==> src/rtl/multicycle_ctrl.sv <==
// Main control FSM for the multicycle RV32I core: sequences fetch/decode/execute/writeback and memory handshakes.
// Optional: define ILLEGAL_TRAP_EN to add a sticky TRAP state that raises `illegal` on unknown opcodes.
module multicycle_ctrl #(
  parameter logic [3:0] RST_STATE = 4'd0
) (
  input  logic       clk,
  input  logic       rst,
  input  logic [6:0] op,
  input  logic       zero,
  input  logic       mem_ready,
  output logic [1:0] alu_op,
  output logic [1:0] alu_src_a,
  output logic [1:0] alu_src_b,
  output logic [1:0] result_src,
  output logic       adr_src,
  output logic       ir_write,
  output logic       pc_write,
  output logic       reg_write,
  output logic       mem_write,
  output logic       illegal
);

  typedef enum logic [3:0] {
    FETCH    = RST_STATE,
    DECODE   = 4'd1,
    MEMADR   = 4'd2,
    MEMREAD  = 4'd3,
    MEMWB    = 4'd4,
    MEMWRITE = 4'd5,
    EXECUTER = 4'd6,
    EXECUTEI = 4'd7,
    ALUWB    = 4'd8,
    JAL      = 4'd9,
    BEQ      = 4'd10
`ifdef ILLEGAL_TRAP_EN
    , TRAP   = 4'd11
`endif
  } state_t;

  localparam logic [6:0] OP_LW  = 7'b0000011;
  localparam logic [6:0] OP_SW  = 7'b0100011;
  localparam logic [6:0] OP_R   = 7'b0110011;
  localparam logic [6:0] OP_I   = 7'b0010011;
  localparam logic [6:0] OP_JAL = 7'b1101111;
  localparam logic [6:0] OP_BEQ = 7'b1100011;

  state_t state, next_state;

  always_ff @(posedge clk) begin
    if (rst) state <= FETCH;
    else     state <= next_state;
  end

  always_comb begin
    next_state = FETCH;
    alu_op     = '0;
    alu_src_a  = '0;
    alu_src_b  = '0;
    result_src = '0;
    adr_src    = 1'b0;
    ir_write   = 1'b0;
    pc_write   = 1'b0;
    reg_write  = 1'b0;
    mem_write  = 1'b0;
    illegal    = 1'b0;

    case (state)
      FETCH: begin
        alu_src_b  = 2'b10;
        result_src = 2'b10;
        ir_write   = mem_ready;
        pc_write   = mem_ready;
        next_state = mem_ready ? DECODE : FETCH;
      end
      DECODE: begin
        alu_src_a = 2'b01;
        alu_src_b = 2'b01;
        case (op)
          OP_LW, OP_SW: next_state = MEMADR;
          OP_R:         next_state = EXECUTER;
          OP_I:         next_state = EXECUTEI;
          OP_JAL:       next_state = JAL;
          OP_BEQ:       next_state = BEQ;
`ifdef ILLEGAL_TRAP_EN
          default:      next_state = TRAP;
`else
          default:      next_state = FETCH;
`endif
        endcase
      end
      MEMADR: begin
        alu_src_a  = 2'b10;
        alu_src_b  = 2'b01;
        next_state = (op == OP_LW) ? MEMREAD : MEMWRITE;
      end
      MEMREAD: begin
        adr_src    = 1'b1;
        next_state = mem_ready ? MEMWB : MEMREAD;
      end
      MEMWB: begin
        result_src = 2'b01;
        reg_write  = 1'b1;
      end
      MEMWRITE: begin
        adr_src    = 1'b1;
        mem_write  = 1'b1;
        next_state = mem_ready ? FETCH : MEMWRITE;
      end
      EXECUTER: begin
        alu_src_a  = 2'b10;
        alu_op     = 2'b10;
        next_state = ALUWB;
      end
      EXECUTEI: begin
        alu_src_a  = 2'b10;
        alu_src_b  = 2'b01;
        alu_op     = 2'b10;
        next_state = ALUWB;
      end
      ALUWB: reg_write = 1'b1;
      JAL: begin
        alu_src_a  = 2'b01;
        alu_src_b  = 2'b10;
        pc_write   = 1'b1;
        next_state = ALUWB;
      end
      BEQ: begin
        alu_src_a = 2'b10;
        alu_op    = 2'b01;
        pc_write  = zero;
      end
`ifdef ILLEGAL_TRAP_EN
      TRAP: begin
        illegal    = 1'b1;
        next_state = TRAP;
      end
`endif
      default: next_state = FETCH;
    endcase

    // Reset overrides the decode so an abandoned instruction never commits a write.
    if (rst) begin
      alu_op     = '0;
      alu_src_a  = '0;
      alu_src_b  = '0;
      result_src = '0;
      adr_src    = 1'b0;
      ir_write   = 1'b0;
      pc_write   = 1'b0;
      reg_write  = 1'b0;
      mem_write  = 1'b0;
      illegal    = 1'b0;
    end
  end

endmodule
==> config.mk <==
export PLATFORM = sky130hd
export DESIGN_NAME = multicycle_ctrl
export DESIGN_NICKNAME = d
export VERILOG_FILES = /design/src/rtl/multicycle_ctrl.sv
export SDC_FILE = /design/constraint.sdc
export NUM_CORES = 1
export LEC_CHECK = 0
export ABC_AREA = 1
export CORE_UTILIZATION = 38
export CTS_CLUSTER_DIAMETER = 80
export CTS_CLUSTER_SIZE = 20
export DETAILED_ROUTE_END_ITERATION = 10
export PLACE_DENSITY = 0.77
export SETUP_SLACK_MARGIN = 0.3
export SYNTH_ARGS = -nofsm -noshare
export SYNTH_HDL_FRONTEND = slang
export SYNTH_SLANG_ARGS = --single-unit
==> constraint.sdc <==
create_clock -name clk -period 1.27 [get_ports clk]
set_input_delay 0.254 -clock clk [delete_from_list [all_inputs] [get_ports clk]]
set_output_delay 0.254 -clock clk [all_outputs]
set_load 0.005 [all_outputs]
==> impl_metrics.json, run 1 <==
{
  "ys_seq_area_frac": 0.162,
  "stop_stage": "global routing",
  "yosys.cell_types.count": 17,
  "rows": 12,
  "syn_area_per_cell_sq_um": 5.19,
  "grt_max_degree": 7,
  "clock_path_buffers": 2,
  "ys_warn_count": 0,
  "numCtsBuffers": 3,
  "post-dp-hpwl_mm": 1.18,
  "chipHeight_um": 38.0,
  "syn-instance-count": 95,
  "worstEpCategory": "primary output",
  "crit_endpoint": "alu_src_b[0]",
  "ys_ff_latch": 4,
  "syn_area_sq_um": 493,
  "io_buffers": 23,
  "cts_root_buf": "clkbuf_4",
  "toolErrorMsg": "[ERROR DPL-0038] Utilization greater than 100%, impossible to legalize",
  "synth_nets": 106,
  "status": "aborted with a tool error",
  "boundaryPins": 25,
  "gp_congestion": 0.783,
  "numClockSinks": 4,
  "cts_max_level": 1,
  "start_util": 0.426,
  "hold_buffers": 0,
  "die_w_um": 38.0,
  "postPlaceCellArea_sq_um": 911
}
-- synthesized netlist by cell type --
| master | n | area, sq um |
|---|---|---|
| a21oi_1 | 7 | 35.0 |
| nor2_2 | 1 | 6.26 |
| nand2_1 | 23 | 86.3 |
| a31oi_1 | 2 | 12.5 |
| dfxtp_1 | 4 | 80.1 |
| o22ai_1 | 1 | 6.26 |
| nand2_2 | 3 | 18.8 |
| nor2_4 | 3 | 33.8 |
| buf_2 | 1 | 5.00 |
| nor2_1 | 14 | 52.6 |
| inv_2 | 4 | 15.0 |
| nand3_1 | 8 | 40.0 |
| o21ai_1 | 2 | 10.0 |
| inv_1 | 16 | 60.1 |
| conb_1 | 1 | 3.75 |
| nor3_1 | 4 | 20.0 |
| buf_4 | 1 | 7.51 |
-- logic make-up after synthesis --
kind of cell / after synthesis / share of synthesized area
other: 1 / 0.00761
DFF: 4 / 0.162
and+or+nand+nor: 56 / 0.523
AOI/OAI and AO/OA: 12 / 0.129
buffers and inverters: 22 / 0.178
-- stage by stage --
step           worst slack [ps]   util  cells  hold slack, ps  TNS [ps]
2_1_floorplan               157      -     95             421         0
3_3_place_gp               -604  0.788    152             734     -7430
3_5_place_dp               -639  0.788    152             728     -7870
4_1_cts                    -235  0.884    160             594     -2150
-- timing repair --
item,CTS
gates resized for setup,79
pin swaps,18
endpoints found under the setup margin,17
buffers inserted,5
==> inputs of run 2 (changes only) <==
==> config.mk (replaced) <==
export PLATFORM = sky130hd
export DESIGN_NAME = multicycle_ctrl
export DESIGN_NICKNAME = d
export VERILOG_FILES = /design/src/rtl/multicycle_ctrl.sv
export SDC_FILE = /design/constraint.sdc
export NUM_CORES = 1
export LEC_CHECK = 0
export ABC_AREA = 1
export CORE_AREA = 2 2 63 65
export DETAILED_ROUTE_END_ITERATION = 10
export DIE_AREA = 0 0 65 67
export PLACE_DENSITY_LB_ADDON = 0.15
export SYNTH_ARGS = -nofsm -noshare
export SYNTH_HDL_FRONTEND = slang
export SYNTH_SLANG_ARGS = --single-unit
==> run 2 against run 1 <==
Net effect: the flow now finishes, with violations (negative setup slack); synthesized area did not move; synthesized cell count stayed put.
==> impl_metrics.json, run 2 <==
{
  "slowest_stage": "dfxtp_4",
  "power.density_mw_per_mm2": 547,
  "rows": 22,
  "first_iter_violations": 9,
  "async_flop_share": 0,
  "status": "complete, but fails checks",
  "setup_ws_ps": -249,
  "clock_latency_ps": 210,
  "ant_nets": 0,
  "antenna_found_initial": 0,
  "crit_path_start_kind": "flop",
  "numClockSinks": 4,
  "maxCapViolCount": 0,
  "ys_seq_area_frac": 0.162,
  "finalSetupViolations": 12,
  "track_usage": 0.0886,
  "dp_slack_ps": -636,
  "grt_pass1_vias": 710,
  "ir_drop_mv": 0.166,
  "clkPwrFrac": 0.427,
  "dieArea_sq_mm": 0.00436,
  "critPathRequiredTime_ps": 1020,
  "overflow": 0,
  "boundaryPins": 25,
  "synthFlopType": "dfxtp_1",
  "num-nets-final": 159,
  "hold_viol": 0,
  "reg2reg_slack_ps": 0,
  "violations": "negative setup slack",
  "slew_viol_final": 0,
  "crit_arrival_ps": 1270,
  "dr.pass1.iters": 3,
  "endpoint_kind": "primary output",
  "seq_power_share": 0.217,
  "area_growth_pct": 128,
  "syn_area_sq_um": 493,
  "vias": 746,
  "post_drt_wl_per_cell_um": 9.22,
  "final_common_cell": "buf_4",
  "clock_skew_ps": 0.380,
  "ys_ff_latch": 4,
  "largest_reg_flops": 4,
  "synth_nets": 106,
  "min_path_type": "primary input to flop",
  "regMostFlops": "state",
  "synth_edf_count": 0,
  "holdWs_ps": 508,
  "clock_path_buffers": 2,
  "wirelength_mm": 1.79,
  "synth_commonest_cells": "23 x nand2_1, 16 x inv_1, 14 x nor2_1",
  "avgViaCountPerCell": 3.85,
  "die_w_um": 65,
  "cts_root_buf": "clkbuf_8",
  "syn_area_per_cell_sq_um": 5.19,
  "cp_slowest_stage_delay_ps": 390,
  "chipHeight_um": 67,
  "crit_type": "flop to primary output",
  "reg_top3": "state x4",
  "numCtsBuffers": 3,
  "cp_max_fo": 4,
  "cts_max_level": 1,
  "p_sw_uw": 171,
  "gp_congestion": 0.734,
  "start_util": 0.137,
  "hold_buffers": 0,
  "max_freq_ghz": 0.658,
  "period_share": 1.20,
  "io_buffers": 23,
  "drc": 0,
  "p_leak_uw": 0.000602,
  "grt_max_degree": 8,
  "synth_top_area_share": 0.175,
  "layout-drive-gt1-share": 0.610,
  "tritoncts": "yes",
  "layout_common_cells": "23 x buf_4, 17 x nand2_1, 12 x buf_2, 11 x inv_1",
  "antenna_cells": 0,
  "path_cells": "inv_4, nor2_4, buf_6, buf_4, nand2_4, a21oi_2, buf_2",
  "synth.largest_area_cell": "nand2_1",
  "cts.reportedPaths.clkPinSlew_ps": 30,
  "grt_pass1_wl_mm": 3.01,
  "yosysMostFrequentCell": "nand2_1",
  "rsz0062_at_grt": "yes",
  "syn-instance-count": 95,
  "fin_crit_ps": 1520,
  "synth_top_cells_by_area": "nand2_1 18%, dfxtp_1 16%, inv_1 12%",
  "p_int_uw": 443,
  "yosys.cell_types.count": 17,
  "post-dp-hpwl_mm": 1.44,
  "coreArea_sq_mm": 0.00361,
  "switching_share": 0.279,
  "ys_warn_count": 0,
  "share_comb_of_total_power": 0.355
}
run 2: cell counts after synthesis:
No cell type changed its count.
run 2: power by group through the flow:
stage          registers (uW)  clock network [uW]  logic, uW
2_1_floorplan             136                   0       71.1
3_3_place_gp              137                   0        181
3_5_place_dp              137                   0        181
4_1_cts                   133                 268        198
5_1_grt                   134                 277        242
6_report                  134                 262        218
run 2: final cells by class:
| cell class | count | area [sq um] |
|---|---|---|
| clock buffers | 3 | 41.3 |
| fillers | 425 | 2480 |
| inverters | 20 | 82.6 |
| multi-input cells | 69 | 459 |
| flip-flops and latches | 4 | 95.1 |
| well taps | 48 | 60.1 |
| repair buffers | 50 | 384 |
run 2: timing repair:
item,CTS,global route
resized for setup,78,28
pin swaps,8,16
setup buffers,6,2
setup endpoints to repair,15,17
run 2: cell families (layout without fill, tap and decap cells):
group,count (synthesis),in the layout,share of synthesized area
flops,4,4,0.162
buf+inv,22,73,0.178
other cells,1,1,0.00761
simple gates,56,56,0.523
compound gates,12,12,0.129
run 2: stage by stage:
step	utilization	total power [uW]	instances	setup TNS (ps)	instance area (sq um)
2_1_floorplan	-	207	95	0	493
5_1_grt	0.311	652	194	-3250	1120
3_5_place_dp	0.253	319	183	-7840	913
4_1_cts	0.282	599	192	-2330	1020
3_3_place_gp	0.253	318	183	-7680	913
6_report	0.311	614	194	-2140	1120
run 2: worst paths after layout:
kind | from | to | cells after the start
max | state[2]$_SDFF_PP0_ | adr_src | 7
min reg2reg | state[0]$_SDFF_PP0_ | state[0]$_SDFF_PP0_ | 5
max reg2reg | state[2]$_SDFF_PP0_ | state[2]$_SDFF_PP0_ | 10
min | mem_ready | state[2]$_SDFF_PP0_ | 6
run 2: critical path, delay by kind of cell (launching register included):
family	cells	cell delay, ps
buffers and inverters	4	410
AND/OR/NAND/NOR	2	150
AO/OA/AOI/OAI	1	110
flip-flops	1	390
run 2: per-layer routing:
layer  GRT usage  vias up  share of wire
met4      0.0319        0          0.011
met5           0        -              0
li1            -      397              -
met2       0.156       25           0.49
met3      0.0152        3          0.067
met1       0.108      321           0.43
No activity file was read; power rests on OpenSTA's default activity.
==> inputs of run 3 (changes only) <==
--- a/config.mk
+++ b/config.mk
@@ -10,6 +10,7 @@
 export DETAILED_ROUTE_END_ITERATION = 10
 export DIE_AREA = 0 0 65 67
 export PLACE_DENSITY_LB_ADDON = 0.15
+export SKIP_LAST_GASP = 1
 export SYNTH_ARGS = -nofsm -noshare
 export SYNTH_HDL_FRONTEND = slang
 export SYNTH_SLANG_ARGS = --single-unit
==> run 3 against run 2 <==
Net effect: the run still ends with negative setup slack left; design area shrank 0.45%; worst setup slack gained 1.1 ps; die area is the same; sequential share of layout area is essentially flat; largest power group unchanged.
==> impl_metrics.json, run 3 (synthesis results as in run 2) <==
{
  "violations": "negative setup slack",
  "final_core_util": 0.310,
  "fin_crit_ps": 1520,
  "hold_buffers": 0,
  "cp_max_fo": 4,
  "coreArea_sq_mm": 0.00361,
  "final_common_cell": "buf_4",
  "first_iter_violations": 9,
  "num-nets-final": 159,
  "overflow": 0,
  "antenna_found_initial": 0,
  "tritoncts": "yes",
  "rsz0062_at_grt": "yes",
  "io_buffers": 23,
  "status": "complete, but fails checks",
  "finalSetupViolations": 12,
  "drc": 0,
  "critPathRequiredTime_ps": 1020,
  "ant_nets": 0,
  "regMostFlops": "state",
  "min_path_type": "primary input to flop",
  "reg_top3": "state x4",
  "crit_type": "flop to primary output",
  "max_freq_ghz": 0.659,
  "multiInputGateArea_sq_um": 454,
  "gp_congestion": 0.734,
  "clock_skew_ps": 0.380,
  "dieArea_sq_mm": 0.00436,
  "grt_use_met2": 0.156,
  "dr.pass1.iters": 2,
  "grt_max_degree": 8,
  "start_util": 0.137,
  "cts_max_level": 1,
  "seqCellArea_sq_um": 95.1,
  "layout_common_cells": "23 x buf_4, 17 x nand2_1, 12 x inv_1, 12 x buf_2, 8 x clkdlybuf4s50_1",
  "antenna_cells": 0,
  "grt_pass1_wl_mm": 3.01,
  "post-dp-hpwl_mm": 1.44,
  "power.density_mw_per_mm2": 548,
  "largest_reg_flops": 4,
  "rows": 22,
  "period_share": 1.20,
  "clock_latency_ps": 210,
  "holdWs_ps": 508,
  "layout-drive-gt1-share": 0.603,
  "fin_setup_tns_ps": -2140,
  "hold_viol": 0,
  "crit_arrival_ps": 1260,
  "grt_pass1_vias": 710,
  "area_growth_pct": 127,
  "cts_root_buf": "clkbuf_8",
  "endpoint_kind": "primary output",
  "use_met1": 0.108,
  "chipHeight_um": 67,
  "crit_path_start_kind": "flop",
  "avgViaCountPerCell": 3.88,
  "vias": 753,
  "boundaryPins": 25,
  "numClockSinks": 4,
  "n_fill_cell": 423,
  "p_leak_uw": 0.000601,
  "slew_viol_final": 0,
  "post_drt_wl_per_cell_um": 9.23,
  "numCtsBuffers": 3,
  "use_met3": 0.0152,
  "setup_ws_ps": -248,
  "track_usage": 0.0886,
  "grt.busiest_layer": "met2",
  "ir_drop_mv": 0.166,
  "die_w_um": 65,
  "wirelength_mm": 1.79,
  "cts.reportedPaths.clkPinSlew_ps": 30,
  "dp_slack_ps": -636,
  "maxCapViolCount": 0,
  "clock_path_buffers": 2
}
==> run 3: cell count changes in the layout (fill, tap and decap cells not counted) <==
| cell | previous run | this run |
|---|---|---|
| inv_2 | 6 | 5 |
| nor2_4 | 8 | 7 |
| inv_1 | 11 | 12 |
| nor2_2 | 5 | 6 |
==> run 3: worst paths after layout <==
check | from | endpoint | slack (ps) | depth (start not counted)
worst max-delay path | state[2]$_SDFF_PP0_ | adr_src | -250 | 7
worst min register to register | state[0]$_SDFF_PP0_ | state[0]$_SDFF_PP0_ | 750 | 5
worst max register to register | state[2]$_SDFF_PP0_ | state[2]$_SDFF_PP0_ | 0 | 10
worst min-delay path | mem_ready | state[2]$_SDFF_PP0_ | 510 | 6
==> run 3: through the flow <==
stage	total power, uW	area (sq um)	std cells
detailed placement	319	913	183
global route	651	1120	194
floorplan	207	493	95
finish	613	1120	194
CTS	600	1020	192
global placement	318	913	183
==> run 3: power breakdown <==
group | internal [uW] | total (uW) | switching [uW] | leakage [uW]
Combinational | 116 | 217 | 100 | 0.000544
Clock | 202 | 262 | 60.8 | 0.0000216
Sequential | 125 | 134 | 8.70 | 0.0000356
Total | 443 | 613 | 170 | 0.000601
==> run 3: layout make-up <==
| class | instances | area share |
|---|---|---|
| tap | 48 | 0.0538 |
| clock buffer | 3 | 0.0370 |
| multi-input combinational | 69 | 0.406 |
| timing repair buffer | 50 | 0.344 |
| inverter | 20 | 0.0739 |
| sequential | 4 | 0.0851 |
==> run 3: critical path, cell delays in order, from the launching register on <==
cell and delay (ps):
dfxtp_4 390, inv_4 50, nor2_4 90, buf_6 120, buf_4 120, nand2_4 60
a21oi_2 110, buf_2 120
==> run 3: layer usage <==
| metal | part of all wire | wire length [um] |
|---|---|---|
| met5 | 0 | 0 |
| met4 | 0.011 | 20 |
| met1 | 0.43 | 768 |
| met3 | 0.067 | 120 |
| met2 | 0.49 | 880 |
==> run 3: timing repair <==
| action | 4_1_cts | 5_1_grt |
|---|---|---|
| setup buffers | 6 | 2 |
| pin swaps | 8 | 16 |
| endpoints found under the setup margin | 15 | 17 |
| resized for setup | 76 | 28 |
